$ cat config.mk
export PLATFORM = sky130hd
export DESIGN_NAME = cpu_decode_issue
export DESIGN_NICKNAME = d
export VERILOG_FILES = /design/src/rtl/cpu_decode_issue.sv
export SDC_FILE = /design/constraint.sdc
export NUM_CORES = 1
export LEC_CHECK = 0
export ABC_AREA = 1
export BUFFER_PORTS_ARGS = -buffer_cell sky130_fd_sc_hd__buf_2
export CELL_PAD_IN_SITES_DETAIL_PLACEMENT = 1
export CELL_PAD_IN_SITES_GLOBAL_PLACEMENT = 1
export CORE_ASPECT_RATIO = 0.8
export CORE_MARGIN = 4
export CORE_UTILIZATION = 32
export CTS_CLUSTER_SIZE = 40
export DETAILED_ROUTE_END_ITERATION = 12
export GPL_ROUTABILITY_DRIVEN = 0
export PLACE_DENSITY = 0.78
export SETUP_SLACK_MARGIN = 0.5
export SLEW_MARGIN = 20
export SYNTH_ARGS = -nofsm -noshare
export SYNTH_HDL_FRONTEND = slang
export SYNTH_SLANG_ARGS = --single-unit
$ cat constraint.sdc
create_clock -name clk -period 2.38 [get_ports clk]
set_clock_uncertainty 0.05 [all_clocks]
set_input_delay 0.476 -clock clk [delete_from_list [all_inputs] [get_ports clk]]
set_output_delay 0.476 -clock clk [all_outputs]
set_load 0.005 [all_outputs]
$ cat src/rtl/cpu_decode_issue.sv
// cpu_decode_issue: holds one instruction, issues its micro-steps to execute, and stalls stack
// readers on a pending-stack-op scoreboard. Define CPU_DECODE_SKID_EN for a one-entry input skid.
module cpu_decode_issue #(
  parameter int IW       = 48,
  parameter int PCW      = 32,
  parameter int SPW      = 11,
  parameter int PEND_MAX = 7,
  parameter int PW       = $clog2(PEND_MAX + 1)
) (
  input  logic           clk,
  input  logic           rst_b,
  input  logic           in_valid_1a,
  output logic           in_ready_1a,
  input  logic [IW-1:0]  instruction_1a,
  input  logic [PCW-1:0] pc_1a,
  input  logic [2:0]     steps_1a,
  input  logic [1:0]     pops_1a,
  input  logic [2:0]     pushes_1a,
  input  logic [1:0]     topn_src_1a,
  input  logic           kill_4a,
  input  logic           st_retire_5a,
  input  logic [SPW-1:0] st_saved_sp_3a,
  output logic           out_valid_2a,
  input  logic           out_ready_2a,
  output logic [IW-1:0]  instruction_2a,
  output logic [PCW-1:0] pc_2a,
  output logic [7:0]     opcode_2a,
  output logic [2:0]     step_2a,
  output logic           last_2a,
  output logic           js_mode_2a,
  output logic [SPW-1:0] top_n_offset_2a,
  output logic [PW-1:0]  pending_2a,
  output logic           stall_2a,
  output logic           err_underflow
);

  typedef struct packed {
    logic [IW-1:0]  instr;
    logic [PCW-1:0] pc;
    logic [2:0]     steps;
    logic [1:0]     pops;
    logic [2:0]     pushes;
    logic [1:0]     topn;
  } op_t;

  typedef enum logic {EMPTY, HOLD} state_t;

  localparam logic [1:0] TOPN_NONE   = 2'd0;
  localparam logic [1:0] TOPN_CONST  = 2'd1;
  localparam logic [1:0] TOPN_IMM    = 2'd2;
  localparam logic [1:0] TOPN_IMMREG = 2'd3;

  state_t         state_q;
  op_t            op_q;
  logic [2:0]     step_q;
  logic [PW-1:0]  pend_q;
  logic           err_q;

  op_t            in_op;
  op_t            load_op;
  logic           hold, stack_eff, hazard, fire, last_step, last_fire, hold_free;
  logic           accept, load, sb_inc;
  logic [SPW-1:0] imm;

  assign in_op = '{instr: instruction_1a, pc: pc_1a, steps: steps_1a, pops: pops_1a,
                   pushes: pushes_1a, topn: topn_src_1a};

  assign hold      = (state_q == HOLD);
  assign stack_eff = (op_q.pops != 2'd0) || (op_q.pushes != 3'd0);
  // Only step 0 can be blocked: later steps of an issued instruction never wait on the stack.
  assign hazard    = hold && (step_q == 3'd0) &&
                     (((pend_q != '0) && ((op_q.pops != 2'd0) || (op_q.topn == TOPN_IMMREG))) ||
                      ((pend_q == PW'(PEND_MAX)) && stack_eff));
  assign out_valid_2a = hold && !hazard;
  assign fire      = out_valid_2a && out_ready_2a;
  assign last_step = (step_q == op_q.steps);
  assign last_fire = fire && last_step;
  assign hold_free = !hold || last_fire;
  assign accept    = in_valid_1a && in_ready_1a;
  assign sb_inc    = fire && (step_q == 3'd0) && stack_eff;

`ifdef CPU_DECODE_SKID_EN
  logic skid_vld_q, in_rdy_q;
  op_t  skid_q;

  // Ready is registered skid-empty so out_ready_2a never reaches in_ready_1a combinationally.
  assign in_ready_1a = in_rdy_q && !kill_4a;
  assign load        = !kill_4a && hold_free && (skid_vld_q || accept);
  assign load_op     = skid_vld_q ? skid_q : in_op;

  always_ff @(posedge clk or negedge rst_b) begin
    if (!rst_b) begin
      skid_vld_q <= 1'b0;
      skid_q     <= '0;
      in_rdy_q   <= 1'b0;
    end else if (kill_4a) begin
      skid_vld_q <= 1'b0;
      in_rdy_q   <= 1'b1;
    end else if (accept && (skid_vld_q || !hold_free)) begin
      skid_vld_q <= 1'b1;
      skid_q     <= in_op;
      in_rdy_q   <= 1'b0;
    end else if (skid_vld_q && hold_free) begin
      skid_vld_q <= 1'b0;
      in_rdy_q   <= 1'b1;
    end else begin
      in_rdy_q   <= !skid_vld_q;
    end
  end
`else
  // Gated by rst_b so every output reads 0 while reset is held.
  assign in_ready_1a = rst_b && !kill_4a && hold_free;
  assign load        = accept;
  assign load_op     = in_op;
`endif

  always_ff @(posedge clk or negedge rst_b) begin
    if (!rst_b) begin
      state_q <= EMPTY;
      op_q    <= '0;
      step_q  <= 3'd0;
    end else if (kill_4a) begin
      state_q <= EMPTY;
      step_q  <= 3'd0;
    end else if (load) begin
      state_q <= HOLD;
      op_q    <= load_op;
      step_q  <= 3'd0;
    end else if (last_fire) begin
      state_q <= EMPTY;
      step_q  <= 3'd0;
    end else if (fire) begin
      step_q  <= step_q + 3'd1;
    end
  end

  // Issue and retire in the same cycle cancel, even at zero.
  always_ff @(posedge clk or negedge rst_b) begin
    if (!rst_b) begin
      pend_q <= '0;
      err_q  <= 1'b0;
    end else if (sb_inc && !st_retire_5a) begin
      pend_q <= pend_q + PW'(1);
    end else if (!sb_inc && st_retire_5a) begin
      if (pend_q == '0) err_q  <= 1'b1;
      else              pend_q <= pend_q - PW'(1);
    end
  end

  assign imm = SPW'(op_q.instr[10:0]);

  always_comb begin
    top_n_offset_2a = '0;
    case (op_q.topn)
      TOPN_NONE:   top_n_offset_2a = '0;
      TOPN_CONST:  top_n_offset_2a = SPW'(1);
      TOPN_IMM:    top_n_offset_2a = imm;
      TOPN_IMMREG: top_n_offset_2a = st_saved_sp_3a - imm;
      default:     top_n_offset_2a = '0;
    endcase
  end

  assign instruction_2a = op_q.instr;
  assign pc_2a          = op_q.pc;
  assign opcode_2a      = op_q.instr[IW-1:IW-8];
  assign step_2a        = step_q;
  assign last_2a        = hold && last_step;
  assign js_mode_2a     = op_q.pc[0];
  assign pending_2a     = pend_q;
  assign stall_2a       = hold && (hazard || !out_ready_2a);
  assign err_underflow  = err_q;

endmodule

# Word level (Yosys, flattened, before mapping)
# Index checks and enable logic that the tools add are counted.
# word_totals
register_bits	98
in_bits	107
output_inout_bits	111
wordCells	72
# op_classes
add_sub_neg	4
n_eq_ne	6
n_mux	11
bitwise_logic	2
reduce_logical	39
# ops
op	count
$pmux W11 S4	1
$mux W3	7
$logic_and A1 B1 Y1	16
$sub A11 B11 Y11	1
$reduce_bool A3 Y1	3
$add A3 B1 Y3 const B	2
$logic_not A1 Y1	6
$logic_not A3 Y1	2
$logic_or A1 B1 Y1	5
$eq A2 B2 Y1 const B	2
$reduce_and A2 Y1	2
$reduce_bool A2 Y1	2
$reduce_bool A4 Y1	1
$eq A3 B3 Y1	1
$eq A3 B3 Y1 const B	1
$mux W1	3
$reduce_and A3 Y1	1
$sub A3 B1 Y3 const B	1
$eq A2 B1 Y1 const B	1
$logic_not A2 Y1	1
$ne A2 B2 Y1 const B	1
$not A1 Y1	2

# Logic depth before layout (Yosys ltp)
# Gate-level depths: netlist of run 1.
# depth
depth_word	14
mapped_depth	13
mapped_depth_nobuf	13

# Worst setup path after synthesis of run 1
# OpenSTA, ideal clock, no wires.
# synth_timing
path_type	register to register
start	reg step_q[0], in the netlist step_2a[0]
end	reg pend_q[2], in the netlist pending_2a[2]
setup_time_ns	0.122
t_arrival_ns	2.144
required_time_ns	2.208
path_slack_ns	0.064
stages_incl_launch_ff	13
path_buffers	0
period_less_slack_ns	2.316
path_cell_list	dfrtp_1 -> inv_1 -> ha_1 -> nor3b_2 -> a21boi_0 -> nand3_1 -> inv_1 -> ha_1 -> inv_1 -> fa_1 -> xnor2_1 -> nand2_1 -> xor2_1
# synth_between
elab_chain_cells	12
elab_cells_between_ends	15
classes_between	eq/ne: 1; mux: 1; reduce/logical: 13
# synth_lines
item	line	source
start: declaration	55	logic [2:0] step_q;
start signal: assignment	133	step_q <= step_q + 3'd1;
$logic_not A3 Y1 *	71, 80	
$logic_and A1 B1 Y1 (2 in series)	71	assign hazard = hold && (step_q == 3'd0) &&
$logic_not A1 Y1	74	assign out_valid_2a = hold && !hazard;
$logic_and A1 B1 Y1	74	
$logic_and A1 B1 Y1	75	assign fire = out_valid_2a && out_ready_2a;
$logic_and A1 B1 Y1 * (2 in series)	80	assign sb_inc = fire && (step_q == 3'd0) && stack_eff;
$logic_not A1 Y1	144	end else if (!sb_inc && st_retire_5a) begin
$logic_and A1 B1 Y1	144	
$reduce_bool A2 Y1 (no source line)	--	
$reduce_and A2 Y1 (no source line)	--	
end signal: assignment	143	pend_q <= pend_q + PW'(1);
end signal: assignment	146	else pend_q <= pend_q - PW'(1);
end: declaration	56	logic [PW-1:0] pend_q;
# Mark *: on every way between the ends. The rest lies on a longest branch, timed or not.
# A chain may end at the register's enable or synchronous reset.

# Worst setup path in the final report of run 1
# layout_timing
start	reg op_q (netlist bit instruction_2a[0])
end	out top_n_offset_2a[6]
# layout_between
elab_chain_cells	2
# layout_lines
item	line	source
start: declaration	54	op_t op_q;
start signal: assignment	127	op_q <= load_op;
$sub A11 B11 Y11	158	TOPN_IMMREG: top_n_offset_2a = st_saved_sp_3a - imm;
$pmux W11 S4	154	case (op_q.topn)
end: declaration	31	output logic [SPW-1:0] top_n_offset_2a,
# Every way passes these cells.

==> impl_metrics.xml, run 1 <==
<?xml version="1.0" encoding="UTF-8"?>
<metrics>
  <group name="cts">
    <metric name="clk_root_buffer_cell" unit="">clkbuf_16</metric>
    <metric name="tritoncts" unit="">built</metric>
    <metric name="max_clock_buf_depth" unit="">2</metric>
    <metric name="ctsHtreeMaxLevel" unit="">3</metric>
    <metric name="cts_buffers" unit="">9</metric>
    <metric name="clk-insertion-delay-late" unit="ns">0.35</metric>
    <metric name="clkTransAtPathRegs" unit="ns">0.08</metric>
    <metric name="cts_hold_buf" unit="">0</metric>
    <metric name="clock_sinks" unit="">98</metric>
  </group>
  <group name="placed_design">
    <metric name="dp_cells" unit="">1019</metric>
    <metric name="place.port_buffers" unit="">217</metric>
    <metric name="placement.cell_area" unit="sq um">6560</metric>
    <metric name="dp.final_hpwl" unit="mm">11.5</metric>
  </group>
  <group name="global_routing">
    <metric name="grt.overflow.total" unit="">0</metric>
    <metric name="antenna_found_initial" unit="">1</metric>
    <metric name="grt_max_degree" unit="">99</metric>
    <metric name="grt_use_total" unit="%">19.8</metric>
    <metric name="first_pass_grt_wire_length" unit="mm">30.5</metric>
    <metric name="grt_pass1_vias" unit="">5505</metric>
  </group>
  <group name="yosys">
    <metric name="number_of_flops_mapped_to_enable_cells_by_yosys" unit="">0</metric>
    <metric name="synth_top_area_share" unit="%">43.7</metric>
    <metric name="synth_warnings" unit="">0</metric>
    <metric name="post_synth_inst_count" unit="">656</metric>
    <metric name="synth.avg_cell_area" unit="sq um">8.56</metric>
    <metric name="synth_top_family_by_area" unit="">buffers and inverters</metric>
    <metric name="netlist_area" unit="sq um">5620</metric>
    <metric name="post_synth_and_or_nand_nor_area_fraction" unit="%">13.6</metric>
    <metric name="post-synth-top-count-cell" unit="">nand2_1</metric>
    <metric name="complex_gate_fraction_of_the_synthesized_area" unit="%">14.9</metric>
    <metric name="synth.top_cells.by_area" unit="">dfrtp_1, buf_4, nand2_1, inv_1, o21ai_2</metric>
    <metric name="async_reset_ff_share" unit="%">100</metric>
    <metric name="synth-adder-area-share" unit="%">3.83</metric>
    <metric name="ys_seq_area_share" unit="%">43.7</metric>
    <metric name="synth_common_cells" unit="">nand2_1, inv_1, dfrtp_1</metric>
    <metric name="synth.lib_cells_used.distinct" unit="">32</metric>
    <metric name="synthDominantAreaCellType" unit="">dfrtp_1</metric>
    <metric name="post_synth_xor_area_fraction" unit="%">0.935</metric>
    <metric name="post_synth_mux_area_share" unit="%">0</metric>
    <metric name="mappedNetlistNets" unit="">779</metric>
    <metric name="synth-seq-cells" unit="">98</metric>
    <metric name="synth_top_flop_cell" unit="">dfrtp_1</metric>
  </group>
  <group name="floorplan">
    <metric name="row_count" unit="">43</metric>
    <metric name="boundaryPins" unit="">218</metric>
    <metric name="die_w" unit="microns">156</metric>
    <metric name="initial_utilization" unit="%">32.5</metric>
    <metric name="core_region_area" unit="sq um">17300</metric>
    <metric name="die_height" unit="microns">127</metric>
    <metric name="floorplan.die_area" unit="sq um">19800</metric>
  </group>
  <group name="timing">
    <metric name="max_slew.worst_pin.slew" unit="ns">0.577</metric>
    <metric name="maxSlewViolCount" unit="">0</metric>
    <metric name="period_needed" unit="ns">2.61</metric>
    <metric name="rsz0062_at_grt" unit="">yes</metric>
    <metric name="layout_setup_ws" unit="ns">-0.226</metric>
    <metric name="setup_viol_count_final" unit="">19</metric>
    <metric name="fmax" unit="GHz">0.384</metric>
    <metric name="max-slew-margin-rel" unit="%">61.5</metric>
    <metric name="layout_worst_path_cycle_share" unit="%">109</metric>
    <metric name="timing_hold_violations_final" unit="">0</metric>
  </group>
  <group name="detailed_routing">
    <metric name="vias" unit="">5110</metric>
    <metric name="detail_route.wirelength" unit="mm">20.0</metric>
    <metric name="via_per_inst" unit="">4.55</metric>
    <metric name="drc" unit="">0</metric>
    <metric name="ant_nets" unit="">0</metric>
    <metric name="first_iter_violations" unit="">108</metric>
    <metric name="dr.pass1.iters" unit="">4</metric>
    <metric name="route.detailed.wl_per_inst" unit="microns">17.9</metric>
  </group>
  <group name="status">
    <metric name="run_status" unit="">finished with violations</metric>
    <metric name="failed_checks" unit="">setup timing</metric>
  </group>
  <group name="power_and_ir_drop">
    <metric name="clock_power_share" unit="%">23.8</metric>
    <metric name="seq_power_share" unit="%">34.8</metric>
    <metric name="peakVddDrop" unit="uV">365</metric>
    <metric name="power-per-cell-area" unit="nW/um^2">725</metric>
    <metric name="leakagePower" unit="nW">4.79</metric>
    <metric name="netSwitchingPower" unit="mW">2.36</metric>
    <metric name="combinationalPowerShare" unit="%">41.4</metric>
    <metric name="power.share.switching" unit="%">35.9</metric>
    <metric name="p_total" unit="mW">6.59</metric>
    <metric name="power.internal" unit="mW">4.23</metric>
  </group>
  <group name="critical_path">
    <metric name="rr_worst_depth" unit="">17</metric>
    <metric name="worst-r2r-setup-slack" unit="ns">-0.03</metric>
    <metric name="cp_data_arrival_time" unit="ns">2.08</metric>
    <metric name="timing.critical_path.slowest_cell_delay" unit="ns">0.41</metric>
    <metric name="crit_path_frequent_cell" unit="">o21ai_1</metric>
    <metric name="timing.critical_path.slowest_stage_cell" unit="">dfrtp_1</metric>
    <metric name="worstReg2RegStart" unit="">hold$_DFFE_PN0P_</metric>
    <metric name="crit_chain" unit="">ha_4, inv_4, fa_2, buf_6, a21o_4, a21oi_2, o21ai_1, o21ai_1, buf_2</metric>
    <metric name="timing.critical_path.buf_inv" unit="">3</metric>
    <metric name="timing.critical_path.from_type" unit="">register</metric>
    <metric name="required" unit="ns">1.85</metric>
    <metric name="timing_worst_setup_path_type" unit="">reg -&gt; out</metric>
    <metric name="critical_path.reg2reg.endpoint" unit="">pc_2a[13]$_DFFE_PN0P_</metric>
    <metric name="crit_path_end_kind" unit="">primary output</metric>
    <metric name="critical_path_peak_fanout" unit="">3</metric>
    <metric name="critPathTopFamily" unit="">adder cells</metric>
  </group>
  <group name="cells_and_area">
    <metric name="post_layout_nonfiller_instances" unit="">1122</metric>
    <metric name="area_growth_syn_to_layout" unit="%">61.8</metric>
    <metric name="layout-drive-gt1-share" unit="%">65.1</metric>
    <metric name="nNetsFinal" unit="">1015</metric>
    <metric name="finalInstanceArea" unit="sq um">9090</metric>
    <metric name="n_antenna_cell" unit="">0</metric>
  </group>
  <group name="min_path">
    <metric name="holdCritPathClass" unit="">in -&gt; async</metric>
  </group>
  <group name="flow_run">
    <metric name="maxCapViolations" unit="">0</metric>
  </group>
</metrics>
==> flip-flops by register name, summed over array words and instances, names as in the netlist <==
signal	cells
step_2a	3
instruction_2a	48
err_underflow	1
op_q	10
pc_2a	32
hold	1
pending_2a	3
==> cell type report <==
class | count | area [sq um]
clock buffer | 9 | 225
clock inverter | 7 | 81.3
fill | 1956 | 8180
inverter | 119 | 468
multi-input combinational | 331 | 2770
sequential | 98 | 2450
tap | 225 | 282
timing repair buffer | 333 | 2810
==> layer usage <==
metal	global-route usage, %	vias to the layer above	wire [microns]
met1	24.2	2474	8060
met3	6.24	36	1460
met4	5.56	2	568
met2	33.8	171	9950
li1	-	2427	-
met5	0	-	13
==> per-stage QoR <==
step	setup TNS (ns)	hold WS (ns)	util (%)	worst slack, ns
2_1_floorplan	0	0.130	-	0.167
3_3_place_gp	-0.324	0.410	38.0	-0.187
3_5_place_dp	-0.419	0.413	38.0	-0.199
4_1_cts	-1.11	0.238	50.0	-0.199
5_1_grt	-7.61	0.275	52.6	-0.363
6_report	-1.28	0.228	52.6	-0.226
==> layout by cell type (no fill, tap or decap), types with 4 or more instances in the layout <==
cell,count
nand2_1,59
inv_1,99
nor2_2,5
nand3_2,6
a21oi_4,5
ha_1,4
nand3_1,7
nor2_1,11
nand2_4,32
inv_6,4
o21ai_1,15
buf_6,35
buf_8,8
inv_2,16
buf_4,36
dfrtp_1,97
nor2_4,16
nand2_2,37
ha_4,10
a21oi_2,16
buf_12,17
clkbuf_16,9
buf_16,22
o21ai_2,74
buf_2,215
==> logic make-up after synthesis <==
group	Yosys count
xor gates and xnor gates	6
DFF	98
AOI/OAI and AO/OA	129
buffers and inverters	227
and+or+nand+nor	180
adders and majority gates	16
==> power groups by stage <==
stage / Clock, mW / Sequential, mW / Combinational, mW
after global placement: 0 / 2.23 / 1.82
after floorplan: 0 / 2.21 / 1.40
final: 1.57 / 2.29 / 2.73
after detailed placement: 0 / 2.24 / 1.88
after global routing: 1.70 / 2.34 / 2.98
after CTS: 1.62 / 2.26 / 2.43
==> what timing repair did <==
item	4_1_cts	5_1_grt
gates resized for setup	227	75
gates cloned	21	0
setup endpoints to repair	106	113
pin swaps	55	36
setup buffers	51	15
==> worst max path at each step <==
stage                             startpoint  depth (start not counted)  slack [ns]                        end
2_1_floorplan         step_2a[1]$_DFFE_PN0P_                         12        0.17  pending_2a[2]$_DFFE_PN0P_
3_3_place_gp               st_saved_sp_3a[0]                         11       -0.19         top_n_offset_2a[4]
3_5_place_dp               st_saved_sp_3a[0]                         11       -0.20         top_n_offset_2a[4]
4_1_cts        instruction_2a[0]$_DFFE_PN0P_                          9       -0.20         top_n_offset_2a[8]
5_1_grt        instruction_2a[3]$_DFFE_PN0P_                         11       -0.36         top_n_offset_2a[6]
6_report       instruction_2a[0]$_DFFE_PN0P_                          9       -0.23         top_n_offset_2a[6]
Power figures use the tool's default switching activity.
==> run 2, diff against run 1 <==
--- a/config.mk
+++ b/config.mk
@@ -10,12 +10,13 @@
 export CELL_PAD_IN_SITES_DETAIL_PLACEMENT = 1
 export CELL_PAD_IN_SITES_GLOBAL_PLACEMENT = 1
 export CORE_ASPECT_RATIO = 0.8
-export CORE_MARGIN = 4
+export CORE_MARGIN = 3
 export CORE_UTILIZATION = 32
 export CTS_CLUSTER_SIZE = 40
 export DETAILED_ROUTE_END_ITERATION = 12
 export GPL_ROUTABILITY_DRIVEN = 0
 export PLACE_DENSITY = 0.78
+export RECOVER_POWER = 25
 export SETUP_SLACK_MARGIN = 0.5
 export SLEW_MARGIN = 20
 export SYNTH_ARGS = -nofsm -noshare
==> constraint.sdc (replaced) <==
create_clock -name clk -period 2.2 [get_ports clk]
set_clock_uncertainty 0.05 [all_clocks]
set_input_delay 0.44 -clock clk [delete_from_list [all_inputs] [get_ports clk]]
set_output_delay 0.44 -clock clk [all_outputs]
set_load 0.005 [all_outputs]
==> impl_metrics.xml, run 2 (synthesis gave the netlist of run 1 again) <==
<?xml version="1.0" encoding="UTF-8"?>
<metrics>
  <group name="critical_path">
    <metric name="crit_chain" unit="">ha_4, inv_4, fa_2, nand2_1, inv_2, o21ai_2, a21boi_1, o32ai_2, buf_2</metric>
    <metric name="timing_worst_setup_path_type" unit="">reg -&gt; out</metric>
    <metric name="worst-r2r-setup-slack" unit="ns">-0.13</metric>
    <metric name="timing.critical_path.slowest_cell_delay" unit="ns">0.40</metric>
    <metric name="critical_path_peak_fanout" unit="">2</metric>
    <metric name="timing.critical_path.from_type" unit="">register</metric>
    <metric name="cp_data_arrival_time" unit="ns">2.04</metric>
    <metric name="rr_worst_depth" unit="">13</metric>
    <metric name="timing.critical_path.slowest_stage_cell" unit="">dfrtp_1</metric>
    <metric name="required" unit="ns">1.71</metric>
    <metric name="crit_path_end_kind" unit="">primary output</metric>
  </group>
  <group name="global_routing">
    <metric name="grt_use_total" unit="%">21.4</metric>
    <metric name="grt_max_degree" unit="">99</metric>
    <metric name="grt_pass1_vias" unit="">5752</metric>
    <metric name="grt.overflow.total" unit="">0</metric>
    <metric name="first_pass_grt_wire_length" unit="mm">32.3</metric>
    <metric name="antenna_found_initial" unit="">2</metric>
  </group>
  <group name="cells_and_area">
    <metric name="mostFrequentLayoutCells" unit="">buf_2, inv_1, dfrtp_1</metric>
    <metric name="nNetsFinal" unit="">1012</metric>
    <metric name="finalInstanceArea" unit="sq um">9470</metric>
    <metric name="post_layout_nonfiller_instances" unit="">1115</metric>
    <metric name="layout-drive-gt1-share" unit="%">66.9</metric>
    <metric name="largest_register_ff_count" unit="">48</metric>
    <metric name="area_growth_syn_to_layout" unit="%">68.6</metric>
    <metric name="final_common_cell" unit="">buf_2</metric>
    <metric name="finalCoreUtilization" unit="%">56.1</metric>
  </group>
  <group name="floorplan">
    <metric name="die_w" unit="microns">154</metric>
    <metric name="row_count" unit="">42</metric>
    <metric name="initial_utilization" unit="%">33.3</metric>
    <metric name="boundaryPins" unit="">218</metric>
    <metric name="floorplan.die_area" unit="sq um">19200</metric>
    <metric name="core_region_area" unit="sq um">16900</metric>
    <metric name="die_height" unit="microns">125</metric>
  </group>
  <group name="cts">
    <metric name="cts_buffers" unit="">9</metric>
    <metric name="max_clock_buf_depth" unit="">2</metric>
    <metric name="ctsHtreeMaxLevel" unit="">3</metric>
    <metric name="clk_root_buffer_cell" unit="">clkbuf_16</metric>
    <metric name="clk-insertion-delay-late" unit="ns">0.35</metric>
    <metric name="clkTransAtPathRegs" unit="ns">0.08</metric>
    <metric name="tritoncts" unit="">built</metric>
    <metric name="clock_sinks" unit="">98</metric>
  </group>
  <group name="detailed_routing">
    <metric name="top_layer" unit="">met4</metric>
    <metric name="first_iter_violations" unit="">195</metric>
    <metric name="detail_route.wirelength" unit="mm">22.4</metric>
    <metric name="drc" unit="">0</metric>
    <metric name="ant_nets" unit="">0</metric>
    <metric name="met2_length" unit="mm">11.7</metric>
    <metric name="via_per_inst" unit="">4.70</metric>
    <metric name="vias" unit="">5242</metric>
    <metric name="detailed_routing_wirelength_on_met1" unit="mm">9.21</metric>
    <metric name="route.detailed.wl_per_inst" unit="microns">20.1</metric>
    <metric name="dr.pass1.iters" unit="">4</metric>
    <metric name="met3RoutedLength" unit="mm">1.23</metric>
  </group>
  <group name="timing">
    <metric name="fmax" unit="GHz">0.395</metric>
    <metric name="max_slew.worst_pin.slew" unit="ns">1.45</metric>
    <metric name="setup_total_negative_slack" unit="ns">-3.23</metric>
    <metric name="max-slew-margin-rel" unit="%">3.43</metric>
    <metric name="period_needed" unit="ns">2.53</metric>
    <metric name="timing_hold_violations_final" unit="">0</metric>
    <metric name="layout_setup_ws" unit="ns">-0.331</metric>
    <metric name="rsz0062_at_grt" unit="">yes</metric>
    <metric name="fin_worst_hold_slack" unit="ns">0.263</metric>
    <metric name="maxSlewViolCount" unit="">0</metric>
    <metric name="setup_viol_count_final" unit="">45</metric>
    <metric name="layout_worst_path_cycle_share" unit="%">115</metric>
  </group>
  <group name="placed_design">
    <metric name="dp_cells" unit="">1012</metric>
    <metric name="worst_slack_at_placement" unit="ns">-0.259</metric>
    <metric name="dp.final_hpwl" unit="mm">11.4</metric>
    <metric name="place.port_buffers" unit="">217</metric>
    <metric name="placement.cell_area" unit="sq um">6630</metric>
  </group>
  <group name="min_path">
    <metric name="hold_path_depth" unit="">3</metric>
    <metric name="holdCritPathClass" unit="">in -&gt; reg</metric>
  </group>
  <group name="power_and_ir_drop">
    <metric name="peakVddDrop" unit="uV">391</metric>
    <metric name="leakagePower" unit="nW">4.91</metric>
    <metric name="power-per-cell-area" unit="nW/um^2">785</metric>
    <metric name="p_total" unit="mW">7.44</metric>
  </group>
  <group name="flow_run">
    <metric name="maxCapViolations" unit="">0</metric>
  </group>
  <group name="status">
    <metric name="run_status" unit="">finished with violations</metric>
    <metric name="failed_checks" unit="">setup timing</metric>
  </group>
</metrics>
## run 2: cell count changes in the layout (fill, tap and decap cells not counted), moves of 4 or more
cell / previous run / this run
buf_4: 36 / 31
inv_6: 4 / 0
nand2_1: 59 / 44
buf_6: 35 / 24
nand2_4: 32 / 62
o21ai_2: 74 / 70
buf_16: 22 / 28
nand2_2: 37 / 22
o21ai_4: 1 / 6
## run 2: final timing paths
check                                              startpoint                              to
worst min register to register          pc_2a[13]$_DFFE_PN0P_           pc_2a[13]$_DFFE_PN0P_
worst max register to register         step_2a[0]$_DFFE_PN0P_       pending_2a[2]$_DFFE_PN0P_
max in group asynchronous                               rst_b  instruction_2a[46]$_DFFE_PN0P_
worst max-delay path            instruction_2a[0]$_DFFE_PN0P_              top_n_offset_2a[4]
min in group asynchronous                               rst_b          step_2a[2]$_DFFE_PN0P_
worst min-delay path                                 pc_1a[0]            pc_2a[0]$_DFFE_PN0P_
## run 2: layout make-up
| class | count | area (sq um) |
|---|---|---|
| diodes | 2 | 5.00 |
| clock buffers | 11 | 243 |
| clock inverters | 4 | 76.3 |
| fillers | 1872 | 7400 |
| inverters | 119 | 464 |
| multi-input cells | 331 | 3020 |
| flip-flops and latches | 98 | 2450 |
| well taps | 220 | 275 |
| repair buffers | 330 | 2930 |
## run 2: per-layer routing
metal,vias up,global-route usage (%)
met4,0,3.84
met2,173,36.3
met1,2631,28.2
li1,2421,-
met3,17,4.83
met5,-,0
## run 2: power breakdown
part,switching [mW],internal [mW]
Combinational,1.54,1.59
Sequential,0.384,2.17
Clock,0.732,1.03
Total,2.65,4.79
## run 2: worst max-delay path, delay by kind of cell, from the launching register on
| family | cells | cell delay [ns] |
|---|---|---|
| simple gates | 1 | 0.10 |
| fa+ha+maj | 2 | 0.50 |
| compound gates | 3 | 0.44 |
| buf+inv | 3 | 0.25 |
| flops | 1 | 0.40 |
## run 2: timing repair
action | 4_1_cts | 5_1_grt
buffers inserted | 45 | 12
setup endpoints to repair | 112 | 113
hold buffers | 0 | 0
resized for setup | 244 | 86
pin swaps | 47 | 40
gates cloned | 26 | 3
